==> src/rtl/ee201_pb_pkg.sv <==
// Shared types for the push-button event path: event-type codes and arbiter states.
package ee201_pb_pkg;

  typedef enum logic [1:0] {
    EvSingle = 2'b00,
    EvMulti  = 2'b01,
    EvCont   = 2'b10
  } ev_type_e;

  typedef enum logic [0:0] {
    ArbIdle  = 1'b0,
    ArbOffer = 1'b1
  } arb_state_e;

  // Same-cycle priority for one button: single beats multi beats continuous.
  function automatic ev_type_e ev_type_from_pulses(logic scen, logic mcen);
    if (scen) begin
      return EvSingle;
    end else if (mcen) begin
      return EvMulti;
    end
    return EvCont;
  endfunction

  function automatic string ev_type_name(ev_type_e t);
    case (t)
      EvSingle: return "single";
      EvMulti:  return "multi";
      EvCont:   return "continuous";
      default:  return "invalid";
    endcase
  endfunction

endpackage

==> src/rtl/ee201_rr_pick.sv <==
// Combinational round-robin picker: first set bit of valid_i at or after ptr_i, wrapping.
module ee201_rr_pick #(
  parameter int unsigned NBtn = 4,
  parameter int unsigned IdW  = 2
) (
  input  logic [NBtn-1:0] valid_i,
  input  logic [IdW-1:0]  ptr_i,
  output logic            any_o,
  output logic [IdW-1:0]  idx_o
);

  int unsigned cand;

  // Walk offsets high to low so the smallest offset from ptr_i wins.
  always_comb begin
    any_o = |valid_i;
    idx_o = '0;
    cand  = 0;
    for (int off = NBtn - 1; off >= 0; off--) begin
      cand = (int'(ptr_i) + off) % NBtn;
      if (valid_i[cand]) begin
        idx_o = IdW'(cand);
      end
    end
  end

endmodule

==> src/rtl/ee201_pb_event_arbiter.sv <==
// Holds one pending click event per button and serialises them round-robin onto a
// single valid/ready port; dropped events raise a sticky per-button overflow flag.
module ee201_pb_event_arbiter
  import ee201_pb_pkg::*;
#(
  parameter int unsigned NBtn = 4,
  parameter int unsigned IdW  = 2
) (
  input  logic            clk_i,
  input  logic            rst_i,
  input  logic [NBtn-1:0] scen_i,
  input  logic [NBtn-1:0] mcen_i,
  input  logic [NBtn-1:0] ccen_i,
  input  logic            ev_ready_i,
  input  logic            clr_ovf_i,
  output logic            ev_valid_o,
  output logic [IdW-1:0]  ev_btn_o,
  output logic [1:0]      ev_type_o,
  output logic [NBtn-1:0] ovf_o
);

  arb_state_e      state_q, state_d;
  logic [NBtn-1:0] pend_vld_q, pend_vld_d;
  ev_type_e        pend_type_q [NBtn];
  ev_type_e        pend_type_d [NBtn];
  logic [IdW-1:0]  rr_ptr_q, rr_ptr_d;
  logic [IdW-1:0]  ev_btn_q, ev_btn_d;
  ev_type_e        ev_type_q, ev_type_d;
  logic [NBtn-1:0] ovf_q, ovf_d;
  logic [NBtn-1:0] ovf_set;
  logic [NBtn-1:0] hit;

  logic           any_vld;
  logic [IdW-1:0] sel_idx;
  logic           pick_fire;

  ee201_rr_pick #(
    .NBtn(NBtn),
    .IdW (IdW)
  ) u_rr_pick (
    .valid_i(pend_vld_q),
    .ptr_i  (rr_ptr_q),
    .any_o  (any_vld),
    .idx_o  (sel_idx)
  );

  assign hit       = scen_i | mcen_i | ccen_i;
  assign pick_fire = (state_q == ArbIdle) && any_vld;

  always_comb begin
    state_d   = state_q;
    ev_btn_d  = ev_btn_q;
    ev_type_d = ev_type_q;
    rr_ptr_d  = rr_ptr_q;
    unique case (state_q)
      ArbIdle: begin
        if (any_vld) begin
          state_d   = ArbOffer;
          ev_btn_d  = sel_idx;
          ev_type_d = pend_type_q[sel_idx];
          rr_ptr_d  = (sel_idx == IdW'(NBtn - 1)) ? '0 : sel_idx + IdW'(1);
        end
      end
      ArbOffer: begin
        if (ev_ready_i) begin
          state_d = ArbIdle;
        end
      end
      default: state_d = ArbIdle;
    endcase
  end

  // An entry leaving for the output this cycle frees its slot for a same-cycle pulse.
  always_comb begin
    pend_vld_d  = pend_vld_q;
    pend_type_d = pend_type_q;
    ovf_set     = '0;
    for (int i = 0; i < NBtn; i++) begin
      if (pick_fire && (sel_idx == IdW'(i))) begin
        pend_vld_d[i] = 1'b0;
      end
      if (hit[i]) begin
        if (!pend_vld_q[i] || (pick_fire && (sel_idx == IdW'(i)))) begin
          pend_vld_d[i]  = 1'b1;
          pend_type_d[i] = ev_type_from_pulses(scen_i[i], mcen_i[i]);
        end else begin
          ovf_set[i] = 1'b1;
        end
      end
    end
    ovf_d = (clr_ovf_i ? '0 : ovf_q) | ovf_set;
  end

  always_ff @(posedge clk_i or posedge rst_i) begin
    if (rst_i) begin
      state_q    <= ArbIdle;
      pend_vld_q <= '0;
      for (int i = 0; i < NBtn; i++) begin
        pend_type_q[i] <= EvSingle;
      end
      rr_ptr_q   <= '0;
      ev_btn_q   <= '0;
      ev_type_q  <= EvSingle;
      ovf_q      <= '0;
    end else begin
      state_q     <= state_d;
      pend_vld_q  <= pend_vld_d;
      pend_type_q <= pend_type_d;
      rr_ptr_q    <= rr_ptr_d;
      ev_btn_q    <= ev_btn_d;
      ev_type_q   <= ev_type_d;
      ovf_q       <= ovf_d;
    end
  end

  assign ev_valid_o = (state_q == ArbOffer);
  assign ev_btn_o   = ev_btn_q;
  assign ev_type_o  = ev_type_q;
  assign ovf_o      = ovf_q;

endmodule

==> config.mk <==
export PLATFORM = sky130hd
export DESIGN_NAME = ee201_pb_event_arbiter
export DESIGN_NICKNAME = d
export VERILOG_FILES = /design/src/rtl/ee201_pb_pkg.sv /design/src/rtl/ee201_rr_pick.sv /design/src/rtl/ee201_pb_event_arbiter.sv
export SDC_FILE = /design/constraint.sdc
export NUM_CORES = 1
export LEC_CHECK = 0
export CORE_MARGIN = 5
export CORE_UTILIZATION = 50
export CTS_CLUSTER_SIZE = 28
export DETAILED_ROUTE_END_ITERATION = 6
export HOLD_SLACK_MARGIN = 0.02
export MAX_ROUTING_LAYER = met4
export PLACE_DENSITY_LB_ADDON = 0.1
export SYNTH_ARGS = -nofsm -noshare
export SYNTH_HDL_FRONTEND = slang
export SYNTH_SLANG_ARGS = --single-unit
==> constraint.sdc <==
create_clock -name clk_i -period 2.5 [get_ports clk_i]
set_input_delay 0.5 -clock clk_i [delete_from_list [all_inputs] [get_ports clk_i]]
set_output_delay 0.5 -clock clk_i [all_outputs]
set_load 0.03 [all_outputs]
After elaboration in Yosys (flattened, before gate mapping)
Cells that the tools add are included.
Cells by class
  equal/unequal tests: 3
  order comparisons: 5
  muxes and demuxes: 68
  bitwise operators: 5
  $add $sub $neg: 4
  reductions and logical operators: 20
  divide/modulo/power cells: 0
  shift operators: 0
  $mul: 0
Operators with widths (count)
  $mux 1: 42
  $mux 2: 19
  $lt 2x3->1 const B: 4
  $or 4x4->4: 3
  $reduce_and 2->1: 5
  $bmux 1 s2: 4
  $logic_and 1x1->1: 5
  $add 2x1->2 const B: 2
  $add 2x2->2 const B: 2
  $bmux 2 s2: 1
  $eq 2x2->1 const B: 2
  $logic_not 1->1: 4
  $logic_or 1x1->1: 4
  $mux 4: 1
  $reduce_or 4->1: 1
  $ge 3x3->1 const B: 1
  $not 2->3: 1
  $eq 2x1->1 const B: 1
  $logic_not 2->1: 1
  $pmux 1 s2: 1
  $not 1->1: 1
Storage, ports and cells
  output and inout port bits: 9
  bits in latches: 0
  ROM bits: 0
  logic and storage cells: 115
  memories: 0
  RAM bits: 0
  register bits: 23
  bits of input ports: 16

Longest topological paths before layout
Gate-level depths: netlist of the first run.
  word-level depth: 13
  mapped depth: 10
  depth with buffers taken out: 9

Hierarchy
From an unflattened synthesis of the first run, not the netlist that was laid out.
Unflattened totals
  cell total of the unflattened synthesis: 119
  area total of the unflattened synthesis: 1181.1 um^2
By module, submodules not included
  ee201_pb_event_arbiter: instances 1, cells an instance 106, seq. area each 575.6 um^2, area each 1103.6 um^2
  ee201_rr_pick: instances 1, cells an instance 13, seq. area each 0.0 um^2, area each 77.6 um^2

Worst setup path before layout of the first run
No wires, ideal clock.
  kind: reg2reg
  from: reg pend_vld_q[1]
  to: reg pend_type_q[0] (netlist name)
  library setup time: 0.122 ns
  path slack: 0.460 ns
  period minus slack after synthesis: 2.040 ns
  data arrival time: 1.918 ns
  stages on the path, launching flop included: 11
  path buffers: 1
  data required time: 2.378 ns
  path through: dfrtp_1 -> buf_6 -> a21boi_1 -> a2bb2oi_2 -> nand2_4 -> inv_4 -> ha_1 -> inv_1 -> o21ai_0 -> o21ai_0 -> a32o_1
Between the ends
  cells in the longest elaborated chain, start to end: 10
  elaborated cells between the ends (all ways): 18
  classes of those cells: eq/ne (1); mux (12); reduce/logical (5)
RTL lines
  from (decl): line ee201_pb_event_arbiter.sv:23  | logic [NBtn-1:0] pend_vld_q, pend_vld_d;
  from (signal assigned): line ee201_pb_event_arbiter.sv:107  | pend_vld_q <= pend_vld_d;
  $bmux 1 s2: line ee201_rr_pick.sv:21  | if (valid_i[cand]) begin
  $mux 1 (implied by the code): line ee201_rr_pick.sv:21
  $mux 2 (4 in a row): line ee201_rr_pick.sv:21
  $eq 2x2->1: line ee201_pb_event_arbiter.sv:83  | if (!pend_vld_q[i] || (pick_fire && (sel_idx == IdW'(i)))) begin
  $logic_and 1x1->1 *: line ee201_pb_event_arbiter.sv:83
  $logic_or 1x1->1 *: line ee201_pb_event_arbiter.sv:83
  $reduce_and 2->1 (no line) *
  to (signal, indexed assignment): line ee201_pb_event_arbiter.sv:99  | pend_type_q[i] <= EvSingle;
  to (signal assigned): line ee201_pb_event_arbiter.sv:108  | pend_type_q <= pend_type_d;
  to (decl): line ee201_pb_event_arbiter.sv:24  | ev_type_e pend_type_q [NBtn];
Mark *: on every way between the ends. The rest lies on a longest branch, timed or not. The select of a mux whose other input is x is not followed.
A chain may end at the register's enable or synchronous reset.

Final worst setup path of the first run
Ends and elaborated chain as after synthesis.

==> metrics, run 1 <==
footprint of the multi-input gates 571 um^2; Mapped Area 1210 um^2; reg2reg setup slack 470 ps; Design Power 1.76 mW; R2R cell count 9; Via density 5.75; worst-path cell chain a21boi_1 -> a2bb2oi_2 -> nand2_4 -> inv_4 -> ha_1 -> inv_1 -> o21ai_0 -> o21ai_0 -> a32o_1; vias in the first global route 1,042; Hold Buf Count CTS 0; antenna viol nets, final 0; Least-Margin Pin Slew 456 ps; Slowest cell on crit path dfrtp_1; H-tree levels 1; global-route wire length before repair 4840 um; cells after synthesis 122; number of buffers created by CTS 3; CTS max path bufs 2; leakage 0.647 nW; area delta synth->final 25.1%; Die Wd 59.3 um; Max Cap Violations 0; fin. max-slew vios 0; overall die height 59.3 um; DR vias 1,023; total grt overflow 0; RR Endpoint pend_type_q[0]$_DFFE_PP0P_; Seq. cell area 576 um^2; mean post-synth cell area 9.96 um^2; sinks on the clock net 23; Worst setup EP type flip-flop; DRT Pass-1 Iters 4; delay-heaviest family, CP compound AO/OA/AOI/OAI gates; Power Dens Cells 1160 nW/um^2; EDFF count, synth 0; multiplexer share of the synthesized area 0.0247; Core ar. 2280 um^2; final hold vios 0; layout cells sized above 1 0.127; Port Buffers 24; Die ar. 3520 um^2; delay of the slowest cell on the worst path 520 ps; worst-skew pair later-pin latency 310 ps; Hold Path Class primary input to asynchronous set/reset pin; Adder-Cell Fraction of Synth Area 0.0103; Yosys reg bits 23; post-CTS sizing 0; post-synthesis xor/xnor area fraction 0; post-CTS setup buffer count 0; Residual DRC 0; final net count 168; ys async rst share 1.00; main combinational cell family by area after synthesis compound AO/OA/AOI/OAI gates; Total GRT Usage 0.186; VDD IR max 0.691 mV; setup TNS 0 ps; RR Startpoint pend_vld_q[1]$_DFF_PP0_; clock skew 2.19 ps; run status finished clean; # setup viols final 0; Tmin final 2030 ps; post-route clock period utilization 0.813; largest net degree at the start of global routing 24; # diodes 0; Worst setup SP type flip-flop; Post-DP HPWL 2240 um; syn nets 139; CP Class flip-flop to flip-flop; # IOs 25; Critical Path Fanout Max 10; cell mode on critical path o21ai_0; WL final 2840 um; Initial Utilization 0.534; Simple-Gate Fraction of Synth Area 0.182; Req. time, crit path 2710 ps; commonest non-fill, non-tap cell in the layout clkdlybuf4s50_1; initial DRC count 47; clock transition at the registers of the reported paths 120 ps; TritonCTS clock tree built; Ys Warns 0; Buf/Inv on CP 2; initial antenna violation count 0; dominant synthesized flop cell dfrtp_1; f_max 492 MHz; sequential fraction of the synthesis area 0.474; RSZ-0062 raised after global routing false; CTS Root Cell clkbuf_4; Compound-Gate Fraction of Synth Area 0.252; Filler Cell Count 180; arrival time at the worst endpoint 2240 ps; Netlist cell types 37; most frequent cells in the layout 24 x clkdlybuf4s50_1, 23 x dfrtp_1, 14 x nor2_1; row count 17; Final GP Congestion 0.896; routed len/inst 16.0 um; Rel. slew slack 0.688
[final cells by class]
class,instances,share of cell area
inverters,12,0.0329
flip-flops and latches,23,0.379
well taps,28,0.0230
repair buffers,27,0.173
multi-input cells,84,0.375
clock buffers,4,0.0173
[how the worst max path moves through the flow]
stage                                 start                         end  slack (ps)  cells past startpoint
global route        pend_vld_q[1]$_DFF_PP0_  pend_type_q[0]$_DFFE_PP0P_         280                      9
detailed placement  pend_vld_q[1]$_DFF_PP0_  pend_type_q[0]$_DFFE_PP0P_         510                      9
global placement    pend_vld_q[1]$_DFF_PP0_  pend_type_q[0]$_DFFE_PP0P_         590                      9
finish              pend_vld_q[1]$_DFF_PP0_  pend_type_q[0]$_DFFE_PP0P_         470                      9
floorplan           pend_vld_q[1]$_DFF_PP0_  pend_type_q[0]$_DFFE_PP0P_         460                     10
CTS                 pend_vld_q[1]$_DFF_PP0_  pend_type_q[0]$_DFFE_PP0P_         470                      9
[flip-flops by register name, indices dropped and copies added, names as in the netlist]
register	flops
ovf_o	4
pend_vld_q	4
ev_valid_o	1
ev_type_o	2
ev_btn_o	2
rr_ptr_q	2
pend_type_q	8
[synthesized netlist by cell type, types with 3 or more instances]
library cell	count	share of area
dfrtp_1	23	0.47
inv_1	10	0.031
mux2i_1	3	0.025
nand2_1	8	0.025
nor2_1	14	0.043
nor3_1	3	0.012
nor4_1	4	0.021
o21ai_0	7	0.029
o22ai_1	5	0.026
o31a_1	3	0.022
o31ai_1	3	0.019
o32a_1	3	0.025
[logic make-up after synthesis]
kind of cell | count (synthesis)
flops | 23
fa+ha+maj | 1
compound gates | 39
mux | 3
simple gates | 41
buf+inv | 15
[power breakdown]
group	internal, mW	total [mW]	switching [mW]
Combinational	0.412	0.970	0.559
Sequential	0.511	0.614	0.102
Clock	0.0622	0.173	0.110
Total	0.985	1.76	0.771
[through the flow]
| stage | util | cell area (um^2) | hold slack [ps] | std cells | setup slack (ps) |
|---|---|---|---|---|---|
| 2_1_floorplan | - | 1210 | 462 | 122 | 460 |
| 3_3_place_gp | 0.656 | 1490 | 462 | 174 | 595 |
| 3_5_place_dp | 0.656 | 1490 | 487 | 174 | 513 |
| 4_1_cts | 0.668 | 1520 | 515 | 178 | 468 |
| 5_1_grt | 0.668 | 1520 | 514 | 178 | 278 |
| 6_report | 0.668 | 1520 | 508 | 178 | 469 |
[tightest hold or removal path: stages]
cell and delay, ps:
clkdlybuf4s50_1 390, inv_1 50, buf_4 280
[metal layers]
layer / GRT usage / up-vias / wire [um]
met5: - / - / 0
met2: 0.292 / 20 / 1420
li1: - / 507 / -
met1: 0.238 / 494 / 1310
met4: 0.0583 / 0 / 17
met3: 0.0392 / 2 / 94
(Power assumes the default switching activity.)
==> run 2: changes to the inputs <==
--- a/config.mk
+++ b/config.mk
@@ -6,7 +6,7 @@
 export NUM_CORES = 1
 export LEC_CHECK = 0
 export CORE_MARGIN = 5
-export CORE_UTILIZATION = 50
+export CORE_UTILIZATION = 45
 export CTS_CLUSTER_SIZE = 28
 export DETAILED_ROUTE_END_ITERATION = 6
 export HOLD_SLACK_MARGIN = 0.02
==> constraint.sdc (replaced) <==
create_clock -name clk_i -period 1.7 [get_ports clk_i]
set_input_delay 0.34 -clock clk_i [delete_from_list [all_inputs] [get_ports clk_i]]
set_output_delay 0.34 -clock clk_i [all_outputs]
set_load 0.03 [all_outputs]
==> run 2 against run 1 <==
Against the previous run:
- the run now ends with negative setup slack left
- critical path depth is the same
- setup slack lost 520 ps
- cell area grew 20%
- global-route usage grew 1.3 points
- clock power grew 48%
- sequential power grew 57%
- wire length grew 16%
- flip-flop and latch count is the same
- final cell count grew 7.9%
- register-to-register slack lost 520 ps
- critical endpoint unchanged
==> metrics, run 2 (synthesized netlist as in run 1, its figures left out) <==
Rel. slew slack 0.755 (+0.0669); CTS Root Cell clkbuf_4; post-route clock period utilization 1.03 (+0.220); Die Wd 62.0 um (+4.5%); area delta synth->final 49.5%; DR vias 1,097 (+7.2%); most frequent cells in the layout 20 x dfrtp_1, 15 x clkdlybuf4s50_1, 14 x nor2_1; Seq. cell area 579 um^2 (+0.65%); Tmin final 1750 ps (-277 ps); routed len/inst 17.2 um (+7.8%); largest reg by FF count pend_type_q; Post-DP Area 1610 um^2 (+7.9%); WL final 3300 um (+16%); worst-skew pair later-pin latency 310 ps (about the same); Final GP Congestion 0.881 (-1.8%); Port Buffers 24 (unchanged); WL met2 1720 um (+21%); Critical Path Fanout Max 5 (-5); Least-Margin Pin Slew 364 ps (-91.9 ps); uppermost layer routed met4; leakage 0.781 nW (+21%); fin area 1820 um^2 (+20%); placed insts 185 (+6.3%); total grt overflow 0 (unchanged); layout cells sized above 1 0.321 (+0.194); VDD IR max 1.19 mV (+73%); met3 wire len 60 um (-36%); RSZ-0062 raised after global routing true; DRT Pass-1 Iters 4 (unchanged); Post-DP HPWL 2430 um (+8.3%); Worst setup EP type flip-flop; sinks on the clock net 23 (unchanged); delay of the slowest cell on the worst path 450 ps (-70 ps); Via density 5.71 (-0.59%); row count 18 (+1); arrival time at the worst endpoint 1970 ps (-270 ps); worst-path cell chain and2b_2 -> o21bai_4 -> o21ai_4 -> inv_4 -> ha_4 -> inv_2 -> o21ai_4 -> buf_6 -> a32o_1; Slowest cell on crit path dfrtp_1; initial antenna violation count 0 (unchanged); Initial Utilization 0.482 (-0.0522); clock skew 5.27 ps (+3.09 ps); # setup viols final 5 (+5); vias in the first global route 1,205 (+16%); Hold Path Class primary input to asynchronous set/reset pin; TritonCTS clock tree built; Worst setup SP type flip-flop; Design Power 3.26 mW (+86%); Finished Layout Cells 192 (+7.9%); violated checks negative setup slack; # diodes 0 (unchanged); Power Dens Cells 1790 nW/um^2 (+55%); number of buffers created by CTS 3 (unchanged); final net count 180 (+7.1%); global-route wire length before repair 5410 um (+12%); Req. time, crit path 1910 ps (-800 ps); final hold vios 0 (unchanged); initial DRC count 44 (-6.4%); Metal-1 WL 1460 um (+11%); antenna viol nets, final 0 (unchanged); worst setup margin -54.5 ps (-523 ps); H-tree levels 1 (unchanged); Die ar. 3840 um^2 (+9.2%); max reg flops 8 (unchanged); Residual DRC 0 (unchanged); Buf/Inv on CP 3 (+1); commonest non-fill, non-tap cell in the layout dfrtp_1; Core ar. 2520 um^2 (+11%); Filler Cell Count 186 (+3.3%); largest net degree at the start of global routing 24 (unchanged); CTS max path bufs 2 (unchanged); run status finished with violations; footprint of the multi-input gates 734 um^2 (+29%); # IOs 25 (unchanged); cell mode on critical path o21ai_4; overall die height 62.0 um (+4.5%); delay-heaviest family, CP compound AO/OA/AOI/OAI gates; CP Class flip-flop to flip-flop; Total GRT Usage 0.199 (+0.0129); fin. max-slew vios 0 (unchanged); Layout Utilization 0.720 (+0.0523); clock transition at the registers of the reported paths 130 ps (about the same); Max Cap Violations 0 (unchanged); final hold slack 355 ps (-153 ps); f_max 570 MHz (+16%)
run 2: cell count changes in the layout (fill, tap and decap cells not counted), sizes merged:
cell / previous run / this run
buf: 3 / 16
clkdlybuf4s50: 24 / 15
dlygate4sd2: 0 / 3
dlymetal6s2s: 0 / 5
run 2: what timing repair did:
action                                  in CTS  in global routing
pin swaps                                    6                 10
buffers inserted                             3                  0
resized for setup                           20                 18
endpoints found under the setup margin      18                 22
hold buffers                                 0                  0
run 2: through the flow:
step                      setup WS, ps  TNS [ps]
after floorplan                  -46.8     -46.8
after global placement            -178      -411
after detailed placement          -258     -1030
after CTS                        -30.5     -71.4
after global routing              -105      -691
final                            -54.5      -148
run 2: final timing paths:
check	start	endpoint	slack, ps	cells past startpoint
hold / removal	rst_i	ovf_o[1]$_DFF_PP0_	350	3
hold reg to reg	ev_btn_o[0]$_DFFE_PP0P_	ev_btn_o[0]$_DFFE_PP0P_	490	1
max in group asynchronous	rst_i	ev_valid_o$_DFF_PP0_	1080	3
min in group clk_i	ev_btn_o[0]$_DFFE_PP0P_	ev_btn_o[0]$_DFFE_PP0P_	490	1
setup / recovery	rr_ptr_q[0]$_DFFE_PP0P_	pend_type_q[0]$_DFFE_PP0P_	-50	9
setup reg to reg	rr_ptr_q[0]$_DFFE_PP0P_	pend_type_q[0]$_DFFE_PP0P_	-50	9
run 2: worst min-delay path, cell delays in order:
cell,delay (ps)
clkdlybuf4s50_1,400
inv_1,50
buf_4,290
run 2: cell type report:
cell class              instances  share of cell area
clock buffers                   4              0.0145
inverters                      12              0.0289
flip-flops and latches         23               0.319
well taps                      30              0.0207
multi-input cells              84               0.404
repair buffers                 39               0.213
run 2: routing by layer:
layer  up-vias  track usage
li1        526            -
met1       545        0.243
met2        20        0.322
met3         6       0.0331
met4         0       0.0848
met5         -            -
run 2: report_power, final:
part           internal [mW]  switching, mW
combinational          0.968           1.07
sequential             0.756          0.208
clock                 0.0916          0.165
